--- config.mk ---
export PLATFORM = sky130hd
export DESIGN_NAME = mem_port_arbiter
export DESIGN_NICKNAME = d
export VERILOG_FILES = /design/src/rtl/mem_port_arbiter.sv
export SDC_FILE = /design/constraint.sdc
export NUM_CORES = 1
export LEC_CHECK = 0
export CAP_MARGIN = 20
export CORE_MARGIN = 2
export CORE_UTILIZATION = 40
export CTS_BUF_LIST = sky130_fd_sc_hd__clkbuf_2
export CTS_CLUSTER_SIZE = 20
export DETAILED_ROUTE_END_ITERATION = 8
export GPL_TIMING_DRIVEN = 0
export HOLD_SLACK_MARGIN = 0.1
export PLACE_DENSITY = 0.81
export SYNTH_ARGS = -nofsm -noshare
export SYNTH_HDL_FRONTEND = slang
export SYNTH_SLANG_ARGS = --single-unit
export TNS_END_PERCENT = 10
--- constraint.sdc ---
create_clock -name clk -period 2.52 [get_ports clk]
set_input_delay 0.252 -clock clk [delete_from_list [all_inputs] [get_ports clk]]
set_output_delay 0.252 -clock clk [all_outputs]
set_load 0.01 [all_outputs]
--- src/rtl/mem_port_arbiter.sv ---
// Arbitrates one backing-memory port between instruction fetch (read-only) and the
// data side, one outstanding transaction at a time, with D priority and I anti-starvation.
module mem_port_arbiter #(
    parameter int ADDR_W       = 32,
    parameter int DATA_W       = 32,
    parameter int STARVE_LIMIT = 4
) (
    input  logic                  clk,
    input  logic                  reset,
    input  logic                  i_req,
    input  logic [ADDR_W-1:0]     i_addr,
    output logic                  i_ack,
    output logic [DATA_W-1:0]     i_rdata,
    input  logic                  d_req,
    input  logic [DATA_W/8-1:0]   d_we,
    input  logic [ADDR_W-1:0]     d_addr,
    input  logic [DATA_W-1:0]     d_wdata,
    output logic                  d_ack,
    output logic [DATA_W-1:0]     d_rdata,
    output logic                  mem_req_valid,
    input  logic                  mem_req_ready,
    output logic [ADDR_W-1:0]     mem_req_addr,
    output logic [DATA_W/8-1:0]   mem_req_we,
    output logic [DATA_W-1:0]     mem_req_wdata,
    input  logic                  mem_resp_valid,
    input  logic [DATA_W-1:0]     mem_resp_data,
    output logic                  stall,
    output logic                  proto_err
);

    localparam int         MASK_W     = DATA_W / 8;
    localparam logic [3:0] STARVE_MAX = 4'(STARVE_LIMIT);

    typedef enum logic [1:0] {
        IDLE  = 2'd0,
        ISSUE = 2'd1,
        WAIT  = 2'd2,
        ACK   = 2'd3
    } state_t;

    state_t              state;
    state_t              state_nx;
    logic [3:0]          starve_cnt;
    logic                owner_d;
    logic [DATA_W-1:0]   rdata_lat;
    logic                grant_any;
    logic                grant_i;

    // Fetch wins when it has been starved long enough, or when data is not asking.
    assign grant_any = i_req | d_req;
    assign grant_i   = i_req & ((starve_cnt >= STARVE_MAX) | ~d_req);

    always_ff @(posedge clk or negedge reset) begin
        if (!reset) begin
            state <= IDLE;
        end else begin
            state <= state_nx;
        end
    end

    always_comb begin
        state_nx = state;
        case (state)
            IDLE:    if (grant_any) state_nx = ISSUE;
            ISSUE:   if (mem_req_ready) state_nx = (mem_req_we != '0) ? ACK : WAIT;
            WAIT:    if (mem_resp_valid) state_nx = ACK;
            ACK:     state_nx = IDLE;
            default: state_nx = IDLE;
        endcase
    end

    // Grant: latch the winning request; it stays frozen until the transaction retires.
    always_ff @(posedge clk or negedge reset) begin
        if (!reset) begin
            owner_d       <= 1'b1;
            starve_cnt    <= '0;
            mem_req_addr  <= '0;
            mem_req_we    <= '0;
            mem_req_wdata <= '0;
        end else if (state == IDLE && grant_any) begin
            owner_d <= ~grant_i;
            if (grant_i) begin
                starve_cnt    <= '0;
                mem_req_addr  <= i_addr;
                mem_req_we    <= {MASK_W{1'b0}};
                mem_req_wdata <= '0;
            end else begin
                if (i_req && starve_cnt < STARVE_MAX) begin
                    starve_cnt <= starve_cnt + 4'd1;
                end
                mem_req_addr  <= d_addr;
                mem_req_we    <= d_we;
                mem_req_wdata <= d_wdata;
            end
        end
    end

    // Response capture; cleared at grant so writes return zero load data.
    always_ff @(posedge clk or negedge reset) begin
        if (!reset) begin
            rdata_lat <= '0;
        end else if (state == IDLE && grant_any) begin
            rdata_lat <= '0;
        end else if (state == WAIT && mem_resp_valid) begin
            rdata_lat <= mem_resp_data;
        end
    end

    always_ff @(posedge clk or negedge reset) begin
        if (!reset) begin
            proto_err <= 1'b0;
        end else if (mem_resp_valid && state != WAIT) begin
            proto_err <= 1'b1;
        end
    end

    assign mem_req_valid = (state == ISSUE);
    assign i_ack         = (state == ACK) & ~owner_d;
    assign d_ack         = (state == ACK) & owner_d;
    assign i_rdata       = i_ack ? rdata_lat : '0;
    assign d_rdata       = d_ack ? rdata_lat : '0;
    assign stall         = (i_req & ~i_ack) | (d_req & ~d_ack);

endmodule

==> metrics.md <==
| Metric | Value |
|---|---|
| Sequential area share after synthesis | 0.5192 |
| PD cells | 981.7 nW/um^2 |
| Overall Global Routing Usage | 0.2596 |
| Htree depth | 3 |
| Total CTS buffers | 9 |
| Worst-path clk slew | 0.31 ns |
| Number of cells on the worst reg-to-reg path | 8 |
| Core area | 12,670 sq um |
| Detailed placement HPWL | about 14 mm |
| Achievable Freq | 408.2 MHz |
| Crit-path slowest cell | dfstp_2 |
| Antenna Cells | 0 |
| Fill cells | 1,073 |
| Synth Area per Inst | 8.650 sq um |
| I/O pin cnt | 275 |
| Leakage power | 4.069 nW |
| VDD IR-drop max | 513.5 uV |
| Critical Path Start | owner_d |
| Top FF cell, synth | dfrtp_1 |
| Initial core utilization | 0.4110 |
| Clk_lat worst skew | ~0.6 ns |
| TritonCTS clock tree | done |
| Max-slew headroom | 0.5044 |
| First-pass GRT wire length | 28.50 mm |
| Synth Instances | 602 |
| DRC Markers | 0 |
| Final setup viols | 0 |
| Horiz. Die Dim | roughly 120 um |
| Reg-to-reg startpoint | state[0] |
| Tightest Pin Transition | 0.7435 ns |
| Worst Setup Path Type | register to output port |
| DR iter-0 viols | around 420 |
| Vias | roughly 5,400 |
| Number of global-route vias before repair | 5,229 |
| Layout Skew | 0.03987 ns |
| Final Cell Area | 8511 sq um |
| Cell Area, Placed | between 8000 and 9000 sq um |
| Ratio of cells with drive above 1 in the final layout | 0.05987 |
| Clk root buf | clkbuf_2 |
| Largest net degree at the start of global routing | 56 |
| CP Capture Type | output port |
| Clock buffer depth | 2 |
| Max cap viols | 0 |
| Data arrival, critical path | 2.20 ns |
| IO buf count | 274 |
| Status | complete, no violations |
| Commonest non-fill, non-tap cell in the layout | clkdlybuf4s50_1 |
| WL final | about 18 mm |
| Cell variety after synth | 30 |
| Vias per std cell | slightly above 5 |
| Die area | between 10,000 and 15,000 sq um |
| RR Endpoint | mem_req_addr[2] |
| Most frequent cells in the layout | clkdlybuf4s50_1 (226), nand2_1 (206), dfrtp_1 (107), o21ai_0 (39) |
| Delay-heaviest family, CP | buffers and inverters |
| Site Rows | 41 |
| R2R Setup Slk | approximately 0.18 ns |
| P&R area growth vs syn | 63.43% |
| Async SR Flop Fraction | 1.000 |
| Clock Sinks | 108 |
| Yosys reg bits | 108 |
| Final antenna-violating net count | 0 |
| Critical path data required time | 2.27 ns |
| Final Max Tran Viols | 0 |
| Per-cell routed wire length | 17.15 um |
| Drt first pass iters | 4 |
| Worst Setup Start Kind | register |
| Worst Hold Class | input port to register |
| Fin nets | 1,041 |
| Worst Setup Slack, final | about 0.070 ns |
| Final hold violations | 0 |
| Hold slack | approximately 0.15 ns |
| Min-delay src | d_we[0] |
| Die height | 118.1 um |
| Worst Setup EP | d_rdata[23] |
| RSZ-0062 raised after global routing | yes |
| CP Cell Sequence | clkbuf_8, and3_1, clkdlybuf4s50_1 |
| Worst path max stage delay | 0.70 ns |
| Routability Congestion | 0.8774 |
| Number of synthesis warnings | 0 |
| Number of buffers and inverters on the critical path | 2 |
| Minimum clock period | roughly 2.4 ns |
| Post-place setup slack | -0.2133 ns |
| CP max FO | 10 |
| GRT Residual Overflow | 0 |
| Initial antenna violation count | 0 |
| Mapped Nets | between 700 and 800 |
| Period utilisation layout | 0.9720 |
| Post-Syn Area | between 5000 and 6000 sq um |
| Levels on crit path | 3 |
| Post-synth EDFFs | 0 |
[worst min-delay path by stage]
stage | endpoint | slack (ns) | cells past startpoint
6_report | mem_req_we[0] | 0.15 | 3
2_1_floorplan | mem_req_addr[0] | -0.04 | 0
4_1_cts | rdata_lat[11] | 0.10 | 3
3_5_place_dp | mem_req_wdata[18] | 0.36 | 1
5_1_grt | rdata_lat[23] | 0.10 | 3
3_3_place_gp | proto_err | 0.44 | 1
[repair_timing]
| item | 4_1_cts | 5_1_grt |
|---|---|---|
| endpoints found under the hold margin | 53 | 3 |
| buffers inserted | 3 | 2 |
| gates cloned | 0 | 0 |
| gates resized for setup | 53 | 33 |
| pin swaps | 1 | 1 |
| setup endpoints to repair | 65 | 103 |
| hold buffers | 1 | 3 |
[cells by family after synthesis]
logic type      Yosys count  synth area share
flops                   108            0.5192
compound gates          113            0.1386
mux                       1          0.002162
simple gates            315            0.2782
fa+ha+maj                 6           0.01442
buf+inv                  59           0.04733
[per-stage QoR]
stage          cells  power, W  setup TNS (ns)  utilization
6_report        1074  0.008355               0       0.6717
5_1_grt         1074  0.008951         -0.3020       0.6717
4_1_cts         1069  0.008344          -1.102       0.6639
3_5_place_dp    1049  0.007236         -0.3618       0.6464
3_3_place_gp    1048  0.007125         -324.45       0.6444
2_1_floorplan    602  0.004961               0            -
[tightest hold or removal path: stages]
cell and delay (ns):
clkdlybuf4s50_1 0.40, nand2_1 0.05, o21ai_0 0.06
[cell usage after synthesis (3+ instances only)]
master      n  area, sq um
o211ai_2   10        125.1
nand4_1    32        200.2
a21oi_1    34        170.2
o211ai_1   22        165.2
nor2b_1     3        18.77
buf_6       3        33.78
dfrtp_1   107         2678
clkbuf_1   47        176.4
nand2_1   206        773.2
and2_1     35        219.0
o21ai_0    39        195.2
and3_1     32        200.2
inv_1       5        18.77
ha_1        6        75.07
[report_power, final]
group | internal, W | switching (W)
sequential | 0.00251 | 0.000487
clock | 0.000441 | 0.000600
combinational | 0.00213 | 0.00218
[layer usage]
layer	share of wire	track usage
met1	0.39	0.3029
met2	0.51	0.4541
met3	0.091	0.09351
met4	0.0083	0.06099
met5	0	0
[flip-flops by register name (all words and copies together) (netlist names)]
name and flops:
mem_req_addr 32, mem_req_wdata 32, mem_req_we 4, owner_d 1
proto_err 1, rdata_lat 32, starve_cnt 4, state 2
[cell type report]
class | instances | area, sq um | share of cell area
sequential | 108 | 2704 | 0.3177
inverter | 5 | 18.77 | 0.002205
timing repair buffer | 284 | 2846 | 0.3345
buffer | 54 | 286.5 | 0.03367
multi-input combinational | 435 | 2277 | 0.2676
clock inverter | 5 | 107.6 | 0.01264
tap | 172 | 215.2 | 0.02529
clock buffer | 11 | 55.05 | 0.006469
No activity file was read; power rests on OpenSTA's default activity.
